===== src/rtl/crc_pkg.sv =====
// Shared types and defaults for the bit-serial CRC-8 engine.
package crc_pkg;
  localparam int CRC_W = 8;

  localparam logic [CRC_W-1:0] POLY_DEF   = 8'h07;
  localparam logic [CRC_W-1:0] INIT_DEF   = 8'h00;
  localparam logic [CRC_W-1:0] XOROUT_DEF = 8'h00;

  typedef enum logic [1:0] {
    IDLE  = 2'd0,
    SHIFT = 2'd1,
    DONE  = 2'd2
  } crc_state_e;
endpackage


===== src/rtl/cmos_xor.sv =====
// Two-input XOR cell used for every CRC feedback tap.
module cmos_xor (
  input  logic a,
  input  logic b,
  output logic y
);
  assign y = a ^ b;
endmodule


===== src/rtl/crc8_lfsr_step.sv =====
// One MSB-first LFSR step: feedback from lfsr[7]^din_bit, XOR taps where POLY has ones.
module crc8_lfsr_step
  import crc_pkg::*;
#(
  parameter logic [CRC_W-1:0] POLY = POLY_DEF
) (
  input  logic [CRC_W-1:0] lfsr,
  input  logic             din_bit,
  output logic [CRC_W-1:0] lfsr_nxt
);
  logic fb;

  cmos_xor u_fb (.a(lfsr[CRC_W-1]), .b(din_bit), .y(fb));

  // Bit 0 has no lower neighbour, so it is either the feedback or zero.
  assign lfsr_nxt[0] = fb & POLY[0];

  for (genvar i = 1; i < CRC_W; i++) begin : g_tap
    if (POLY[i]) begin : g_xor
      cmos_xor u_tap (.a(lfsr[i-1]), .b(fb), .y(lfsr_nxt[i]));
    end else begin : g_wire
      assign lfsr_nxt[i] = lfsr[i-1];
    end
  end
endmodule


===== src/rtl/crc8_serial_engine.sv =====
// Bit-serial CRC-8: accepts bytes on a valid/ready port, shifts MSB-first, holds the CRC until taken.
module crc8_serial_engine
  import crc_pkg::*;
#(
  parameter logic [CRC_W-1:0] POLY   = POLY_DEF,
  parameter logic [CRC_W-1:0] INIT   = INIT_DEF,
  parameter logic [CRC_W-1:0] XOROUT = XOROUT_DEF
) (
  input  logic             clk,
  input  logic             rst_n,
  input  logic [CRC_W-1:0] din,
  input  logic             din_valid,
  input  logic             din_last,
  output logic             din_ready,
  output logic [CRC_W-1:0] crc_out,
  output logic             crc_valid,
  input  logic             crc_ready,
  output logic             busy
);
  crc_state_e       state_q, state_d;
  logic [CRC_W-1:0] lfsr_q, lfsr_d, lfsr_step;
  logic [CRC_W-1:0] sh_q, sh_d;
  logic [2:0]       cnt_q, cnt_d;
  logic             last_q, last_d;
  logic             first_q, first_d;

  crc8_lfsr_step #(.POLY(POLY)) u_step (
    .lfsr     (lfsr_q),
    .din_bit  (sh_q[CRC_W-1]),
    .lfsr_nxt (lfsr_step)
  );

  always_comb begin
    state_d = state_q;
    lfsr_d  = lfsr_q;
    sh_d    = sh_q;
    cnt_d   = cnt_q;
    last_d  = last_q;
    first_d = first_q;
    case (state_q)
      IDLE: begin
        if (din_valid) begin
          sh_d    = din;
          last_d  = din_last;
          cnt_d   = 3'd7;
          state_d = SHIFT;
          if (first_q) begin
            lfsr_d  = INIT;
            first_d = 1'b0;
          end
        end
      end
      SHIFT: begin
        lfsr_d = lfsr_step;
        sh_d   = {sh_q[CRC_W-2:0], 1'b0};
        cnt_d  = cnt_q - 3'd1;
        if (cnt_q == 3'd0) state_d = last_q ? DONE : IDLE;
      end
      DONE: begin
        if (crc_ready) begin
          state_d = IDLE;
          first_d = 1'b1;
        end
      end
      default: state_d = IDLE;
    endcase
  end

  always_ff @(posedge clk) begin
    if (!rst_n) begin
      state_q <= IDLE;
      lfsr_q  <= INIT;
      sh_q    <= '0;
      cnt_q   <= '0;
      last_q  <= 1'b0;
      first_q <= 1'b1;
    end else begin
      state_q <= state_d;
      lfsr_q  <= lfsr_d;
      sh_q    <= sh_d;
      cnt_q   <= cnt_d;
      last_q  <= last_d;
      first_q <= first_d;
    end
  end

  // Outputs come only from flops, never from the input handshake.
  assign din_ready = (state_q == IDLE);
  assign crc_valid = (state_q == DONE);
  assign busy      = (state_q != IDLE);
  assign crc_out   = lfsr_q ^ XOROUT;
endmodule


===== config.mk =====
export PLATFORM = sky130hd
export DESIGN_NAME = crc8_serial_engine
export DESIGN_NICKNAME = d
export VERILOG_FILES = /design/src/rtl/crc_pkg.sv /design/src/rtl/cmos_xor.sv /design/src/rtl/crc8_lfsr_step.sv /design/src/rtl/crc8_serial_engine.sv
export SDC_FILE = /design/constraint.sdc
export NUM_CORES = 1
export LEC_CHECK = 0
export ABC_AREA = 1
export CAP_MARGIN = 10
export CORE_UTILIZATION = 48
export CTS_CLUSTER_SIZE = 20
export DETAILED_ROUTE_END_ITERATION = 10
export PLACE_DENSITY = 0.88
export SLEW_MARGIN = 30
export SYNTH_ARGS = -nofsm -noshare
export SYNTH_HDL_FRONTEND = slang
export SYNTH_SLANG_ARGS = --single-unit

===== constraint.sdc =====
create_clock -name clk -period 1.4 [get_ports clk]
set_input_delay 0.28 -clock clk [delete_from_list [all_inputs] [get_ports clk]]
set_output_delay 0.28 -clock clk [all_outputs]
set_load 0.05 [all_outputs]

[Yosys cells after proc, flatten, opt, wreduce, memory -nomap -nowiden]
Cells that the tools add are included.
Operators by class
  add/subtract/negate cells: 1
  multiply operators: 0
  div/mod/pow operators: 0
  $lt $le $gt $ge: 0
  equality and inequality tests: 6
  shift-type cells: 0
  multiplexer cells: 15
  bitwise gates (word level): 3
  reduce and logical (&&, ||, !) cells: 10
Operators by type and width (count)
  8-bit one-hot mux with 2 select lines: 2
  8-bit two-way mux: 3
  3-bit AND reduction: 3
  2-bit two-way mux: 4
  2-bit one-hot mux with 3 select lines: 1
  3-bit one-hot mux with 2 select lines: 1
  2-bit nonzero test: 3
  2-bit by 1-bit != test with 1-bit output (second input constant): 2
  2-bit != test (second input constant): 2
  2-bit AND reduction: 2
  3-bit logical NOT: 1
  3-bit two-way mux: 1
  3-bit by 1-bit subtractor with 3-bit output (second input constant): 1
  1-bit bitwise XOR: 3
  2-bit by 1-bit equality test with 1-bit output (second input constant): 1
  2-bit equality test (second input constant): 1
  2-bit logical NOT: 1
  1-bit two-way mux: 2
  1-bit one-hot mux with 2 select lines: 1
Storage, ports and cells
  register bits: 23
  latch bits: 0
  RAM bits: 0
  bits in read-only memories: 0
  bits of input ports: 13
  output and inout bits: 11
  word-level logic and storage cells: 41
  memories kept: 0

[Depth between registers and ports, before layout]
  depth after elaboration: 3
  depth in mapped cells: 8
  depth with buffers taken out: 7

[By module]
From an unflattened synthesis, not the netlist that was laid out.
Second synthesis, totals
  cell total of the unflattened synthesis: 170
  area total of the unflattened synthesis: 1121.1 µm²
Modules (own cells, without submodules)
  crc8_serial_engine: times used 1, cells an instance 149, area each 1019.7 µm², sequential area each 460.4 µm²
  cmos_xor: times used 3, cells an instance 5, area each 18.8 µm², sequential area each 0.0 µm²
  crc8_lfsr_step: times used 1, cells an instance 6, area each 45.0 µm², sequential area each 0.0 µm²

[Worst setup path after synthesis]
No wires, ideal clock.
  kind: register -> output
  start point: register state_q[0]
  end point: output port busy
  data arrival time: 1233 ps
  required time: 1120 ps
  setup slack: -113 ps
  stages on the path, launching flop included: 3
  path buffers: 0
  cells stage by stage: dfxtp_1 nor2_2 inv_1
Between the ends
  cells in the longest elaborated chain, start to end: 1
Ends and longest elaborated chain
  start: declaration: line crc8_serial_engine.sv:20  | crc_state_e state_q, state_d;
  start signal: assignment: line crc8_serial_engine.sv:78  | state_q <= state_d;
  2-bit nonzero test: line crc8_serial_engine.sv:90  | assign busy = (state_q != IDLE);
  end: declaration: line crc8_serial_engine.sv:18  | output logic busy
Every way passes these cells.

[Final worst setup path]
Same ends and word-level chain as after synthesis.

==> results.md <==
* Top cell family by delay on the critical path: flip-flops
* Clock Pin Slew Worst Setup and Hold Paths at 0.12 ns
* Relative contribution of the clock network to total power at 22.0%
* Maximum number of pins on one net before global-route repair at 14
* Fraction of power consumed by combinational cells at 26.0%
* Gr ovfl total at 0
* Dpl hpwl at 1760 um
* Vias in the first global route at 1017
* Run status: complete, no violations
* Switching power as a share of total power at 30.6%
* Max Buffers Root-to-Sink at 2
* Iteration count of the initial detailed-routing pass at 4
* Overall die width at 49.1 um
* Warnings, synthesis at 0
* Max FO, Critical Path at 4
* Mean cell area of the mapped netlist at 6.96 um^2
* Total wirelength of the detailed-routed design at 2400 um
* Leakage power summed over all cells at 0.000646 uW
* Via density per instance at 5.18
* Clock latency reported for the late side of the worst-skew pair at 0.31 ns
* RSZ-0062 raised after global routing: true
* Placement Rows at 16
* Data arrival at the endpoint of the critical path at 1.08 ns
* Distinct cell type count after synthesis at 18
* Post-detailed-route count of antenna-violating nets at 0
* Seq pwr share at 52.0%
* Layout Area Growth over Synthesis at 39.8%
* Portion of the post-synthesis area used by sequential elements at 43.2%
* Floorplan die area at 2410 um^2
* Max Cap Violations at 0
* Net total in the final layout at 196
* Clock Skew at 0.000928 ns
* Worst slew pin tran at 0.425 ns
* Largest voltage drop on the vdd net at 0.000756 V
* Design Area, Final at 1490 um^2
* Flops & latches, synth at 23
* Post-DR wirelength/cell at 11.6 um
* Final setup fails at 0
* Number of antenna violations at the first check in global routing at 0
* Number of slew-limit violations in the final report at 0
* Tightest Hold Check Type: register to register
* Final-report hold violation count at 0
* Syn Nets at 168
* Cell type of the slowest stage on the worst timing path: dfxtp_4
* Post-route total power at 1410 uW
* Total cell area at the placement stage at 1440 um^2
* Number of buffer cells added on primary ports at 23
* Boundary pin count at 24
* Type of the worst setup path: register to primary output
* CTS H-tree lvls at 1
* Initial Utilization at 52.7%
* Number of buffers inserted during clock tree synthesis at 3
* Wire length of the first global-routing pass at 4000 um
* Power density normalized to cell area at 948 nW/um^2
* Post-synth design cell area at 1060 um^2
* Number of hold buffers added after CTS at 0
* Non-Filler Instances at 207
* GRT Resource Usage Total at 20.8%
* Clock period minus worst slack at 1.36 ns
* Instance count after placement with tap cells included at 201
* Vias after detailed routing at 1073
* Final weighted congestion in routability-driven placement at 0.752
* Number of DRC markers after the initial detailed-route iteration at 30
* Internal Dissipation at 979 uW
* Number of buffer and inverter instances along the worst setup path at 2
* Fraction of final layout cells with drive strength greater than 1 at 16.7%
* Crit path cell chain: nor2_4 > inv_2 > buf_12
* Net switching power at 432 uW
* Max incr delay on CP at 0.39 ns
* Max-slew headroom at 71.7%
* Vertical die dimension at 49.1 um
* TritonCTS clock tree: yes
* Root Driver: clkbuf_4
* Leading cell types in the layout, fill and taps excluded: nand2_1 (41), dfxtp_1 (21), nor2_1 (17), nand3_1 (15)
* Setup crit start kind: register
* Leading cell type in the layout, fill and taps excluded: nand2_1
* Share of the core filled with cells in the final layout at 73.6%
* Area of the core at 2020 um^2
* Post-route DRC at 0
* Data required time at the worst endpoint at 1.12 ns
* Share of the clock period used by the worst path at 97.3%
* Type of destination of the critical path: primary output
* N_diodes at 0
* Max Clock Freq at 734 MHz
* Post-synthesis instance total at 153
* Clock sink count at 23
-- cells by family after synthesis --
kind of cell | count (synthesis) | share of synthesized area (%)
flip-flops | 23 | 43.2
buffers and inverters | 23 | 10.7
adder cells (fa/ha/maj) | 2 | 2.35
AND/OR/NAND/NOR | 78 | 30.3
AO/OA/AOI/OAI | 27 | 13.4
-- registers in the layout, summed over array words and instances, names as in the netlist --
register  count
cnt_q         3
crc_out       8
first_q       1
last_q        1
sh_q          8
state_q       2
-- cell type report --
class	count	area [um^2]
fill	156	533
inverter	14	52.6
tap	27	33.8
sequential	23	465
timing repair buffer	32	408
multi-input combinational	107	503
clock buffer	4	26.3
-- cell usage after synthesis (all sizes together) --
library cell,count,area share [%]
inv,14,4.9
nor2,19,6.9
dfxtp,23,43
clkbuf,2,0.71
nand2,41,14
o21a,1,0.71
buf,7,5.1
nand3,15,7.1
nor3,1,0.47
nand3b,2,1.4
ha,2,2.3
a21oi,12,5.6
a31oi,1,0.59
o21ai,13,6.5
-- power groups by stage --
stage               combinational, uW  clock (uW)  sequential (uW)
floorplan                         216           0              745
global route                      401         342              738
global placement                  337           0              745
detailed placement                350           0              748
finish                            366         311              734
CTS                               352         309              734
-- through the flow --
| stage | TNS (ns) | hold WS, ns | setup slack (ns) |
|---|---|---|---|
| 6_report | 0 | 0.459 | 0.0383 |
| 5_1_grt | -0.00563 | 0.490 | -0.00563 |
| 4_1_cts | 0 | 0.462 | 0.00247 |
| 3_5_place_dp | -0.226 | 0.443 | -0.0489 |
| 3_3_place_gp | 0 | 0.440 | 0.00940 |
| 2_1_floorplan | -0.00437 | 0.406 | -0.00437 |
-- routing by layer --
layer | share of wire (%) | GRT usage [%] | up-vias
met5 | 0 | 0 | -
met4 | 0.58 | 9.31 | 0
met3 | 4.3 | 2.80 | 2
met2 | 55 | 37.9 | 37
met1 | 40 | 23.8 | 493
li1 | - | - | 541
-- worst paths after layout --
kind / from / to / slack, ns / cells after the start
setup reg to reg: cnt_q[0] / state_q[1] / 0.07 / 7
setup / recovery: state_q[0] / busy / 0.04 / 3
hold reg to reg: last_q / last_q / 0.46 / 2
hold / removal: last_q / last_q / 0.46 / 2
-- what timing repair did --
item,4_1_cts,5_1_grt
setup buffers,0,2
endpoints found under the setup margin,2,3
pin swaps,0,1
gates resized for setup,3,4
-- worst min-delay path, cell delays in order (launching register included) --
cell and delay, ns:
dfxtp_1 0.32, inv_1 0.06, a21oi_1 0.05
No activity file was read; power rests on OpenSTA's default activity.
